==> src/rtl/wb_addr_gen_pkg.sv <==
// Shared types and default constants for the write-address generator.
// The frame FSM state type lives here so the top and any checkers agree on it.
package wb_addr_gen_pkg;

    localparam int DEF_NUM_BITS  = 8;
    localparam int DEF_DEPTH     = 8;
    localparam int DEF_FRAME_LEN = 16;

    typedef enum logic [0:0] {
        IDLE = 1'b0,
        RUN  = 1'b1
    } frame_state_e;

endpackage

==> src/rtl/wb_addr_fifo.sv <==
// Address FIFO holding read addresses until their results return.
// Decides push/pop acceptance itself so a full FIFO can still accept a push alongside a pop.
module wb_addr_fifo #(
    parameter int NUM_BITS = 8,
    parameter int DEPTH    = 8
) (
    input  logic                       clk,
    input  logic                       reset,
    input  logic                       push,
    input  logic [NUM_BITS-1:0]        push_data,
    input  logic                       pop,
    output logic                       push_ok,
    output logic                       pop_ok,
    output logic [NUM_BITS-1:0]        head,
    output logic [$clog2(DEPTH):0]     count
);

    localparam int PW = $clog2(DEPTH);
    localparam int CW = PW + 1;

    logic [NUM_BITS-1:0] mem_r [DEPTH];
    logic [PW-1:0]       wr_ptr_r;
    logic [PW-1:0]       rd_ptr_r;
    logic [CW-1:0]       count_r;

    // Acceptance: pop needs data present; push needs room, which a same-cycle pop provides.
    always_comb begin
        pop_ok  = 1'b0;
        push_ok = 1'b0;
        if (pop && (count_r != {CW{1'b0}})) begin
            pop_ok = 1'b1;
        end else begin
            pop_ok = 1'b0;
        end
        if (push && ((count_r < CW'(DEPTH)) || pop_ok)) begin
            push_ok = 1'b1;
        end else begin
            push_ok = 1'b0;
        end
    end

    // Storage write; contents need no reset because the pointers define validity.
    always_ff @(posedge clk) begin
        if (push_ok) begin
            mem_r[wr_ptr_r] <= push_data;
        end
    end

    // Pointers wrap naturally since DEPTH is a power of two.
    always_ff @(posedge clk) begin
        if (reset) begin
            wr_ptr_r <= {PW{1'b0}};
            rd_ptr_r <= {PW{1'b0}};
            count_r  <= {CW{1'b0}};
        end else begin
            if (push_ok) begin
                wr_ptr_r <= wr_ptr_r + PW'(1);
            end
            if (pop_ok) begin
                rd_ptr_r <= rd_ptr_r + PW'(1);
            end
            case ({push_ok, pop_ok})
                2'b10:   count_r <= count_r + CW'(1);
                2'b01:   count_r <= count_r - CW'(1);
                default: count_r <= count_r;
            endcase
        end
    end

    assign head  = mem_r[rd_ptr_r];
    assign count = count_r;

endmodule

==> src/rtl/wb_addr_gen.sv <==
// Write-address generator: replays captured read addresses as write addresses when results return.
// Optional macro WB_ADDR_GEN_ERR_FLAGS_EN enables the sticky ovf/udf flags (constant 0 otherwise).
module wb_addr_gen
    import wb_addr_gen_pkg::*;
#(
    parameter int NUM_BITS  = DEF_NUM_BITS,
    parameter int DEPTH     = DEF_DEPTH,
    parameter int FRAME_LEN = DEF_FRAME_LEN
) (
    input  logic                   clk,
    input  logic                   reset,
    input  logic                   rd_en,
    input  logic [NUM_BITS-1:0]    rd_addr,
    input  logic                   res_valid,
    output logic                   wr_en,
    output logic [NUM_BITS-1:0]    wr_addr,
    output logic [$clog2(DEPTH):0] outstanding,
    output logic                   frame_done,
    output logic                   ovf,
    output logic                   udf
);

    // Counter must reach FRAME_LEN, which may equal 2^NUM_BITS.
    localparam int          FC_W        = NUM_BITS + 1;
    localparam logic [FC_W-1:0] FRAME_LEN_C = FC_W'(FRAME_LEN);

    logic                push_ok_s;
    logic                pop_ok_s;
    logic [NUM_BITS-1:0] head_s;

    frame_state_e        state_r;
    frame_state_e        state_nxt_s;
    logic [FC_W-1:0]     frame_cnt_r;
    logic [FC_W-1:0]     frame_cnt_nxt_s;
    logic                frame_hit_s;

    wb_addr_fifo #(
        .NUM_BITS (NUM_BITS),
        .DEPTH    (DEPTH)
    ) u_fifo (
        .clk       (clk),
        .reset     (reset),
        .push      (rd_en),
        .push_data (rd_addr),
        .pop       (res_valid),
        .push_ok   (push_ok_s),
        .pop_ok    (pop_ok_s),
        .head      (head_s),
        .count     (outstanding)
    );

    // Frame FSM next-state: the first pop of a frame counts as write number one.
    always_comb begin
        state_nxt_s     = state_r;
        frame_cnt_nxt_s = frame_cnt_r;
        frame_hit_s     = 1'b0;
        case (state_r)
            IDLE: begin
                if (pop_ok_s) begin
                    if (FRAME_LEN_C == FC_W'(1)) begin
                        frame_hit_s     = 1'b1;
                        frame_cnt_nxt_s = {FC_W{1'b0}};
                        state_nxt_s     = IDLE;
                    end else begin
                        frame_cnt_nxt_s = FC_W'(1);
                        state_nxt_s     = RUN;
                    end
                end else begin
                    state_nxt_s = IDLE;
                end
            end
            RUN: begin
                if (pop_ok_s) begin
                    if ((frame_cnt_r + FC_W'(1)) == FRAME_LEN_C) begin
                        frame_hit_s     = 1'b1;
                        frame_cnt_nxt_s = {FC_W{1'b0}};
                        state_nxt_s     = IDLE;
                    end else begin
                        frame_cnt_nxt_s = frame_cnt_r + FC_W'(1);
                        state_nxt_s     = RUN;
                    end
                end else begin
                    state_nxt_s = RUN;
                end
            end
            default: begin
                state_nxt_s     = IDLE;
                frame_cnt_nxt_s = {FC_W{1'b0}};
            end
        endcase
    end

    // State, counter and registered write-side outputs.
    always_ff @(posedge clk) begin
        if (reset) begin
            state_r     <= IDLE;
            frame_cnt_r <= {FC_W{1'b0}};
            wr_en       <= 1'b0;
            wr_addr     <= {NUM_BITS{1'b0}};
            frame_done  <= 1'b0;
        end else begin
            state_r     <= state_nxt_s;
            frame_cnt_r <= frame_cnt_nxt_s;
            wr_en       <= pop_ok_s;
            frame_done  <= frame_hit_s;
            if (pop_ok_s) begin
                wr_addr <= head_s;
            end
        end
    end

`ifdef WB_ADDR_GEN_ERR_FLAGS_EN
    // Sticky error flags: a refused push is overflow, a refused pop is underflow.
    always_ff @(posedge clk) begin
        if (reset) begin
            ovf <= 1'b0;
            udf <= 1'b0;
        end else begin
            if (rd_en && !push_ok_s) begin
                ovf <= 1'b1;
            end
            if (res_valid && !pop_ok_s) begin
                udf <= 1'b1;
            end
        end
    end
`else
    assign ovf = 1'b0;
    assign udf = 1'b0;
`endif

endmodule

==> config.mk <==
export PLATFORM = sky130hd
export DESIGN_NAME = wb_addr_gen
export DESIGN_NICKNAME = d
export VERILOG_FILES = /design/src/rtl/wb_addr_gen_pkg.sv /design/src/rtl/wb_addr_fifo.sv /design/src/rtl/wb_addr_gen.sv
export SDC_FILE = /design/constraint.sdc
export NUM_CORES = 1
export LEC_CHECK = 0
export ABC_AREA = 1
export BUFFER_PORTS_ARGS = -buffer_cell sky130_fd_sc_hd__buf_2
export CORE_MARGIN = 2
export CORE_UTILIZATION = 56
export CTS_BUF_LIST = sky130_fd_sc_hd__clkbuf_8
export DETAILED_ROUTE_END_ITERATION = 7
export PLACE_DENSITY = 0.78
export SKIP_CTS_REPAIR_TIMING = 1
export SLEW_MARGIN = 15
export SYNTH_ARGS = -nofsm -noshare
export SYNTH_HDL_FRONTEND = slang
export SYNTH_SLANG_ARGS = --single-unit
==> constraint.sdc <==
create_clock -name clk -period 1.9 [get_ports clk]
set_input_delay 0.095 -clock clk [delete_from_list [all_inputs] [get_ports clk]]
set_output_delay 0.095 -clock clk [all_outputs]
set_load 0.01 [all_outputs]
# Yosys cells after proc, flatten, opt, wreduce, memory -nomap -nowiden
# Memories as Yosys holds them, arrays and structs flattened. A register that Yosys moved wholly into a read port is not among the register bits.
# Cells that the tools add are included.
[totals] regBits=22 latchBits=0 ram_bits=64 rom_bits=0 input_bits=12 n_memories=1
[classes] addsub=5 multipliers=0 div_mod_pow=0 order_cmp=1 n_eq_ne=5 n_shift=0 muxes=14 n_bitwise=2 reduce_logical=7
[mem_list] memory="u_fifo.mem_r" words=8 width=8 rd=1 rd_clocked_by_memory_dff=1 wr=1 line_no="wb_addr_fifo.sv:21" source="logic [NUM_BITS-1:0] mem_r [DEPTH];"
[op_table] op="9-bit 2-to-1 mux" count=3
[op_table] op="9-bit one-hot mux with 2 select lines" count=1
[op_table] op="9-bit by 1-bit adder with 9-bit output (second input constant)" count=1
[op_table] op="9-bit by 5-bit == test with 1-bit output (second input constant)" count=1
[op_table] op="1-bit 2-to-1 mux" count=8
[op_table] op="4-bit one-hot mux with 2 select lines" count=1
[op_table] op="3-bit by 1-bit adder with 3-bit output (second input constant)" count=2
[op_table] op="4-bit by 1-bit adder with 4-bit output (second input constant)" count=1
[op_table] op="4-bit less-than comparator (second input constant)" count=1
[op_table] op="2-bit != test (second input constant)" count=2
[op_table] op="4-bit nonzero test" count=1
[op_table] op="4-bit by 1-bit subtractor with 4-bit output (second input constant)" count=1
[op_table] op="3-bit OR reduction" count=1
[op_table] op="2-bit by 1-bit == test with 1-bit output (second input constant)" count=1
[op_table] op="2-bit == test (second input constant)" count=1
[op_table] op="1-bit logical AND" count=2
[op_table] op="1-bit inverter" count=2
[op_table] op="1-bit one-hot mux with 2 select lines" count=1
[op_table] op="2-bit AND reduction" count=1
[op_table] op="2-bit nonzero test" count=1
[op_table] op="1-bit logical OR" count=1

# Logic depth before layout (Yosys ltp)
# Gate-level depths: netlist of the first run.
[logic_depth] ltp_word=8 depth_mapped=12 ltp_nobuf=12

# Modules after synthesis
# Synthesis of the first run repeated with hierarchy kept, for this count alone.
[unflattened] cells_unflattened=414 area_unflattened_um2=4147.7
[by_module_without_submodules] module="wb_addr_fifo" n_inst=1 cells_each=273 area_per_inst_um2=3190.6 seq_area_each_um2=2182.1
[by_module_without_submodules] module="wb_addr_gen" n_inst=1 cells_each=141 area_per_inst_um2=957.2 seq_area_each_um2=400.4

# Worst setup path before layout of the first run
# OpenSTA, ideal clock, no wires.
[synth_path] kind="register to register" from="reg u_fifo.count_r[3], in the netlist u_fifo.count[3]" to="reg u_fifo.count_r[2], in the netlist u_fifo.count[2]" setup_ns=0.115 arrival_time_ns=1.767 required_time_ns=1.785 path_slack_ns=0.018 path_stages_with_launch=10 path_buffers=0 cell_sequence="dfxtp_1 inv_1 o21ai_1 ha_1 xor2_1 ha_1 a21oi_1 xnor2_1 o21ai_0 inv_1"
[synth_via] elab_chain_cells=8 word_cells_on_any_way=11 cone_classes="order compare (1); eq/ne (2); mux (3); reduce/logical (5)"
[synth_rtl] item="start, declared" line_no="wb_addr_fifo.sv:24" source="logic [CW-1:0] count_r;"
[synth_rtl] item="start signal, assigned" line_no="wb_addr_fifo.sv:54" source="count_r <= {CW{1'b0}};"
[synth_rtl] item="start signal, assigned" line_no="wb_addr_fifo.sv:63" source="2'b10: count_r <= count_r + CW'(1);"
[synth_rtl] item="start signal, assigned" line_no="wb_addr_fifo.sv:64" source="2'b01: count_r <= count_r - CW'(1);"
[synth_rtl] item="parallel branches: the longest is 8 deep, another holds 4-bit less-than comparator"
# Several ways; the timed one is not identified.
# A chain may end at the register's enable or synchronous reset.

# Worst setup path in the final report of the first run
[layout_path] from="reg u_fifo.count_r[2], in the netlist u_fifo.count[2]" to="reg u_fifo.count_r[3], in the netlist u_fifo.count[3]"
[layout_via] elab_chain_cells=8 word_cells_on_any_way=13 cone_classes="add/sub (2); order compare (1); eq/ne (2); mux (3); reduce/logical (5)"
[layout_rtl] item="4-bit nonzero test *" line_no="wb_addr_fifo.sv:30" source="if (pop && (count_r != {CW{1'b0}})) begin"
[layout_rtl] item="1-bit logical AND *" line_no="wb_addr_fifo.sv:30"
[layout_rtl] item="1-bit 2-to-1 mux *" line_no="wb_addr_fifo.sv:30"
[layout_rtl] item="named net pop_ok_s" line_no="wb_addr_gen.sv:28" source="logic pop_ok_s;"
[layout_rtl] item="1-bit logical OR" line_no="wb_addr_fifo.sv:35" source="if (push && ((count_r < CW'(DEPTH)) || pop_ok)) begin"
[layout_rtl] item="1-bit logical AND" line_no="wb_addr_fifo.sv:35"
[layout_rtl] item="1-bit 2-to-1 mux" line_no="wb_addr_fifo.sv:35"
[layout_rtl] item="2-bit by 1-bit == test with 1-bit output / 2-bit == test (equally long branches)" line_no="wb_addr_fifo.sv:62" source="case ({push_ok, pop_ok})"
[layout_rtl] item="4-bit one-hot mux with 2 select lines / 2-bit nonzero test (equally long branches)"
# Mark *: on every way through the listed nets, which the timed path passes. The rest lies on a longest branch.

==> results of run 1 <==
[metal layers]
layer	vias to the layer above	part of all wire [%]	global-route usage, %
met1	1320	46	28.9
met5	-	0	0
met3	14	3.6	4.38
met4	0	2.5	11.2
met2	62	48	33.9
li1	1415	-	-
[power by group through the flow]
stage	logic, W	clock network (W)	registers [W]
2_1_floorplan	0.000913	0	0.00255
3_3_place_gp	0.00130	0	0.00249
3_5_place_dp	0.00136	0	0.00250
4_1_cts	0.00137	0.00129	0.00245
5_1_grt	0.00157	0.00136	0.00248
6_report	0.00138	0.00126	0.00246
[final cells by class]
type | count | area (um^2)
inverter | 30 | 113
tap | 96 | 120
sequential | 94 | 2530
fill | 542 | 2380
clock inverter | 7 | 65.1
timing repair buffer | 41 | 245
clock buffer | 9 | 124
multi-input combinational | 254 | 1300
[worst min-delay path by stage]
stage,startpoint,endpoint,slack (ps),cells past startpoint
floorplan,rd_addr[0],u_fifo.mem_r[0][0],190,0
global placement,rd_addr[1],u_fifo.mem_r[2][1],370,1
detailed placement,rd_addr[1],u_fifo.mem_r[2][1],370,1
CTS,rd_addr[1],u_fifo.mem_r[2][1],-9,1
global route,rd_addr[5],u_fifo.mem_r[0][5],3,1
finish,rd_addr[1],u_fifo.mem_r[2][1],2,1
[logic make-up after synthesis]
logic type                 count (synthesis)
DFF                                       94
xor gates and xnor gates                   4
buffers and inverters                     46
and+or+nand+nor                          157
adders and majority gates                  6
AOI/OAI and AO/OA                         85
other                                      1
[registers in the layout, indices dropped and copies added (netlist names)]
| name | cells |
|---|---|
| u_fifo.wr_ptr_r | 3 |
| wr_addr | 8 |
| state_r | 1 |
| u_fifo.count | 4 |
| frame_cnt_r | 9 |
| frame_done | 1 |
| u_fifo.mem_r | 64 |
| u_fifo.rd_ptr_r | 3 |
| wr_en | 1 |
[critical path: cells and delay by family, from the launching register on]
kind / cells / cell delay, ps
adder cells (fa/ha/maj): 1 / 210
XOR/XNOR: 1 / 280
buffers and inverters: 2 / 150
AND/OR/NAND/NOR: 7 / 620
flip-flops: 1 / 390
[cells in the mapped netlist]
| cell | number |
|---|---|
| a21oi_1 | 25 |
| a21oi_2 | 2 |
| and3_1 | 1 |
| buf_2 | 8 |
| buf_4 | 4 |
| buf_6 | 2 |
| clkbuf_1 | 2 |
| clkinv_1 | 1 |
| conb_1 | 1 |
| dfxtp_1 | 30 |
| edfxtp_1 | 64 |
| ha_1 | 6 |
| inv_1 | 25 |
| inv_2 | 4 |
| nand2_1 | 49 |
| nand2_2 | 4 |
| nand2_4 | 1 |
| nand3_1 | 18 |
| nand3_2 | 3 |
| nand4_1 | 2 |
| nand4_2 | 1 |
| nor2_1 | 72 |
| nor2_2 | 3 |
| nor2_4 | 3 |
| o211ai_1 | 16 |
| o21ai_0 | 26 |
| o21ai_1 | 16 |
| xnor2_1 | 1 |
| xor2_1 | 3 |
[through the flow]
step                cell area (um^2)  total power [W]  worst slack [ps]  std cells
floorplan                       4020          0.00346              17.8        394
global placement                4290          0.00379               137        515
detailed placement              4290          0.00386              55.6        515
CTS                             4470          0.00511              38.2        531
global route                    4490          0.00541              30.4        531
finish                          4490          0.00510               175        531
==> flow_metrics.py, run 1 <==
metrics = {
    "outcome": {
        "outcome": "finished, final reports clean",
    },
    "global_routing": {
        "grt.overflow.total": 0,
        "antenna_found_initial": 0,
        "track_usage_pct": 21.7,
        "grt_pass1_vias": 2681,
        "grt_pass1_wl_um": 12700,
        "grt_max_degree": 35,
    },
    "yosys": {
        "synth_simple_gate_area_share_pct": 17.3,
        "synth_top_area_cell": "edfxtp_1",
        "synth_fa_ha_area_share_pct": 1.87,
        "netlist-cell-type-count": 29,
        "synth_area_leaders": "edfxtp_1, dfxtp_1, nor2_1, nand2_1, o21ai_0",
        "synth_xor_area_share_pct": 0.872,
        "ys_seq_area_share_pct": 62.8,
        "ys_warn_count": 0,
        "synth-compound-area-share_pct": 11.8,
        "yosysTopAreaCellShare_pct": 47.9,
        "postSynthCellCount": 393,
        "synth_top_family_by_area": "simple AND/OR/NAND/NOR gates",
        "mappedNetlistArea_um2": 4020,
        "avgSynthCellArea_um2": 10.2,
        "synth_mux_area_share_pct": 0,
        "ys_ff_latch": 94,
    },
    "floorplan": {
        "rows": 30,
        "ios": 28,
        "core_area_um2": 6870,
        "die_h_um": 88.7,
        "start_util_pct": 58.5,
        "die_area_um2": 7870,
        "die_x_um": 88.7,
    },
    "power_and_ir_drop": {
        "power_density_nw_per_um2": 1140,
        "p_int_w": 0.00335,
        "ir_drop_mv": 0.483,
        "comb_power_share_pct": 27.0,
        "pwr-share-clk_pct": 24.8,
        "seqPwrFrac_pct": 48.2,
        "netSwitchingFraction_pct": 34.3,
        "p_sw_w": 0.00175,
        "power.leakage_nw": 1.68,
    },
    "setup_path": {
        "cpPeakStageDelay_ps": 390,
        "cp-start-kind": "flip-flop",
        "crit_path_end_kind": "flip-flop",
        "timing.critical_path.cells": "inv_1, nand3_2, nand2_4, inv_2, ha_2, xor2_1, nand4_1, nand3_2, nand2_1, nand2_1, nor2_1",
        "arrival_ps": 2000,
        "crit_path_start": "u_fifo.count[2]",
        "r2r_slack_ps": 180,
        "r2r_end": "u_fifo.count[3]",
        "reg2reg_depth": 11,
        "criticalPathCategory": "reg2reg",
        "crit_end": "u_fifo.count[3]",
        "r2r_start": "u_fifo.count[2]",
        "path_max_fanout": 3,
        "cp_slowest_cell": "dfxtp_1",
        "required_ps": 2170,
    },
    "flow_run": {
        "max-cap-violations": 0,
    },
    "timing": {
        "maxSlewViolCount": 0,
        "rsz0062_at_grt": "false",
        "slew_headroom_pct": 64.4,
        "worstMarginPinSlew_ps": 533,
        "hold-worst-slack_ps": 1.78,
        "clock_skew_ps": 13.1,
        "hold_violations": 0,
        "max_freq_ghz": 0.580,
        "tns_ps": 0,
        "period_share_pct": 90.8,
        "min_period_ps": 1720,
        "setup_viol": 0,
    },
    "final_layout": {
        "nNetsFinal": 448,
        "final_common_cell": "nor2_1",
        "fin_util_pct": 65.4,
        "diodes": 0,
        "layout_common_cells": "nor2_1, edfxtp_1, nand2_1",
        "drive_above_1_share_pct": 18.9,
        "area_growth_pct": 11.8,
    },
    "clock_tree": {
        "cts_made_buffers": 9,
        "path_clk_slew_ps": 100,
        "htreeDepth": 3,
        "cts-root-buf": "clkbuf_8",
        "clockBufferDepth": 2,
        "cts_tree": "yes",
        "clock_latency_ps": 360,
        "cts_sinks": 94,
    },
    "route": {
        "routed_via_density": 5.29,
        "first_pass_iters": 5,
        "wl_um": 7650,
        "wl_per_cell_um": 14.4,
        "drc": 0,
        "postRouteAntennaNets": 0,
        "num_vias": 2811,
        "drt_iter0_markers": 206,
    },
    "placed_design": {
        "dpl.hpwl_um": 5120,
        "finalWeightedCongestion": 0.877,
        "place.port_buffers": 25,
    },
    "worst_hold_path": {
        "hp-class": "in2reg",
    },
}
(Power assumes the default switching activity.)
==> run 2, diff against run 1 <==
--- a/config.mk
+++ b/config.mk
@@ -5,13 +5,13 @@
 export SDC_FILE = /design/constraint.sdc
 export NUM_CORES = 1
 export LEC_CHECK = 0
-export ABC_AREA = 1
 export BUFFER_PORTS_ARGS = -buffer_cell sky130_fd_sc_hd__buf_2
 export CORE_MARGIN = 2
-export CORE_UTILIZATION = 56
+export CORE_UTILIZATION = 60
 export CTS_BUF_LIST = sky130_fd_sc_hd__clkbuf_8
 export DETAILED_ROUTE_END_ITERATION = 7
-export PLACE_DENSITY = 0.78
+export HOLD_SLACK_MARGIN = 0.12
+export PLACE_DENSITY = 0.79
 export SKIP_CTS_REPAIR_TIMING = 1
 export SLEW_MARGIN = 15
 export SYNTH_ARGS = -nofsm -noshare
==> constraint.sdc (replaced) <==
create_clock -name clk -period 1.59 [get_ports clk]
set_input_delay 0.0795 -clock clk [delete_from_list [all_inputs] [get_ports clk]]
set_output_delay 0.0795 -clock clk [all_outputs]
set_load 0.01 [all_outputs]
==> flow_metrics.py, run 2 <==
metrics = {
    "outcome": {
        "outcome": "finished, violations left",
        "violations": "setup timing",
    },
    "final_layout": {
        "diodes": 0,
        "drive_above_1_share_pct": 40.5,
        "reg.largest.list": "u_fifo.mem_r x64, frame_cnt_r x9, wr_addr x8",
        "layout_common_cells": "edfxtp_1, buf_4, buf_2",
        "fin_util_pct": 77.3,
        "final_common_cell": "edfxtp_1",
        "area_growth_pct": 26.1,
        "largest_reg_flops": 64,
        "nNetsFinal": 356,
        "largest-register": "u_fifo.mem_r",
        "fill_cells": 370,
    },
    "clock_tree": {
        "cts_sinks": 94,
        "htreeDepth": 3,
        "cts_made_buffers": 9,
        "cts-root-buf": "clkbuf_8",
        "clock_latency_ps": 360,
        "path_clk_slew_ps": 90,
        "clockBufferDepth": 2,
        "cts_tree": "yes",
    },
    "setup_path": {
        "r2r_end": "u_fifo.count[2]",
        "path_max_fanout": 3,
        "r2r_start": "u_fifo.count[1]",
        "required_ps": 1880,
        "r2r_slack_ps": -460,
        "crit_path_start": "u_fifo.count[1]",
        "cp-start-kind": "flip-flop",
        "crit_path_end_kind": "flip-flop",
        "criticalPathCategory": "reg2reg",
        "arrival_ps": 2340,
        "reg2reg_depth": 9,
    },
    "timing": {
        "max_freq_ghz": 0.488,
        "rsz0062_at_grt": "true",
        "hold_violations": 0,
        "worstMarginPinSlew_ps": 501,
        "maxSlewViolCount": 0,
        "min_period_ps": 2050,
        "hold-worst-slack_ps": 161,
        "clock_skew_ps": 6.16,
        "setup_viol": 13,
        "period_share_pct": 129,
        "tns_ps": -1290,
        "slew_headroom_pct": 66.5,
        "final.setup.worst_slack_ps": -460,
    },
    "power_and_ir_drop": {
        "p_total_w": 0.00676,
        "ir_drop_mv": 1.31,
        "power_density_nw_per_um2": 1380,
        "power.leakage_nw": 1.70,
    },
    "route": {
        "drc": 0,
        "first_pass_iters": 5,
        "postRouteAntennaNets": 0,
        "routed_via_density": 5.95,
        "num_vias": 2498,
        "wl_um": 8070,
        "drt_iter0_markers": 215,
        "wl_per_cell_um": 19.2,
    },
    "global_routing": {
        "antenna_found_initial": 0,
        "grt_max_degree": 27,
        "grt.overflow.total": 0,
        "track_usage_pct": 22.2,
        "grt_pass1_wl_um": 12000,
        "grt_pass1_vias": 2422,
    },
    "floorplan": {
        "die_h_um": 84.4,
        "start_util_pct": 61.4,
        "die_area_um2": 7110,
        "rows": 29,
        "die_x_um": 84.4,
        "ios": 28,
        "core_area_um2": 6310,
    },
    "worst_hold_path": {
        "hp-class": "in2reg",
        "hold_end": "u_fifo.wr_ptr_r[2]",
        "hold_depth": 4,
        "min_from": "rd_en",
    },
    "yosys": {
        "synth-main-ff-cell": "edfxtp_1",
        "synth_edf_count": 64,
        "synth_common_cells": "edfxtp_1, dfxtp_1, a21oi_1",
        "async_flop_share_pct": 0,
        "ys_seq_area_share_pct": 65.1,
        "synth.most_common_cell": "edfxtp_1",
        "yosysTopAreaCellShare_pct": 49.6,
        "ys_ff_latch": 94,
        "mappedNetlistArea_um2": 3870,
        "netlist-cell-type-count": 44,
        "synth_area_leaders": "edfxtp_1, dfxtp_1, mux4_2, a21oi_1, mux2i_1",
        "synth_top_area_cell": "edfxtp_1",
        "ys_warn_count": 0,
        "avgSynthCellArea_um2": 14.5,
        "postSynthCellCount": 268,
    },
    "placed_design": {
        "place.port_buffers": 25,
        "finalWeightedCongestion": 0.848,
        "dpl.hpwl_um": 4800,
    },
    "flow_run": {
        "max-cap-violations": 0,
    },
}
[run 2: cell families (layout without fill, tap and decap cells)]
family | after synthesis | in the layout | share of synthesized area [%]
flip-flops | 94 | 94 | 65.1
AND/OR/NAND/NOR | 58 | 58 | 8.04
AO/OA/AOI/OAI | 54 | 54 | 8.66
multiplexers | 26 | 26 | 11.9
buffers and inverters | 23 | 97 | 2.91
adder cells (fa/ha/maj) | 6 | 6 | 1.94
XOR/XNOR | 6 | 6 | 1.36
other | 1 | 2 | 0.0968
[run 2: cell type report]
cell class                 instances  area [um^2]  share of cell area (%)
inverter                           4         15.0                   0.307
multi-input combinational        152         1410                    28.8
clock inverter                     7         77.6                    1.59
clock buffer                       9          124                    2.54
sequential                        94         2540                    52.0
timing repair buffer              77          626                    12.8
tap                               77         96.3                    1.97
[run 2: worst max path at each step]
stage,end,cells past startpoint
CTS,u_fifo.count[2],9
floorplan,u_fifo.count[2],10
global placement,u_fifo.count[2],9
finish,u_fifo.count[2],9
global route,u_fifo.count[2],9
detailed placement,u_fifo.count[2],9
[run 2: power by group]
group / leakage (nW) / internal [W] / switching [W]
sequential: 0.830 / 0.00286 / 0.000150
combinational: 0.772 / 0.00108 / 0.00108
clock: 0.0958 / 0.000743 / 0.000854
[run 2: per-layer routing]
layer  GRT usage (%)  up-vias  wire length [um]
li1                -     1167                 -
met1            29.7     1241              3430
met2            36.6       80              4130
met3            5.31       10               398
met4            7.07        0               106
met5               0        -                 0
[run 2: per-stage QoR]
| stage | cell area [um^2] | worst slack [ps] | std cells |
|---|---|---|---|
| 6_report | 4880 | -460 | 420 |
| 3_5_place_dp | 4410 | -445 | 389 |
| 5_1_grt | 4880 | -555 | 420 |
| 3_3_place_gp | 4410 | -354 | 389 |
| 4_1_cts | 4620 | -468 | 405 |
| 2_1_floorplan | 3980 | -635 | 269 |
[run 2: worst max-delay path, cell delays in order (launching register included)]
cell	delay, ps
dfxtp_2	340
o41ai_4	390
inv_2	110
ha_4	170
xor2_1	140
ha_2	180
a21oi_2	130
xor2_1	90
or3_1	330
a21oi_2	110
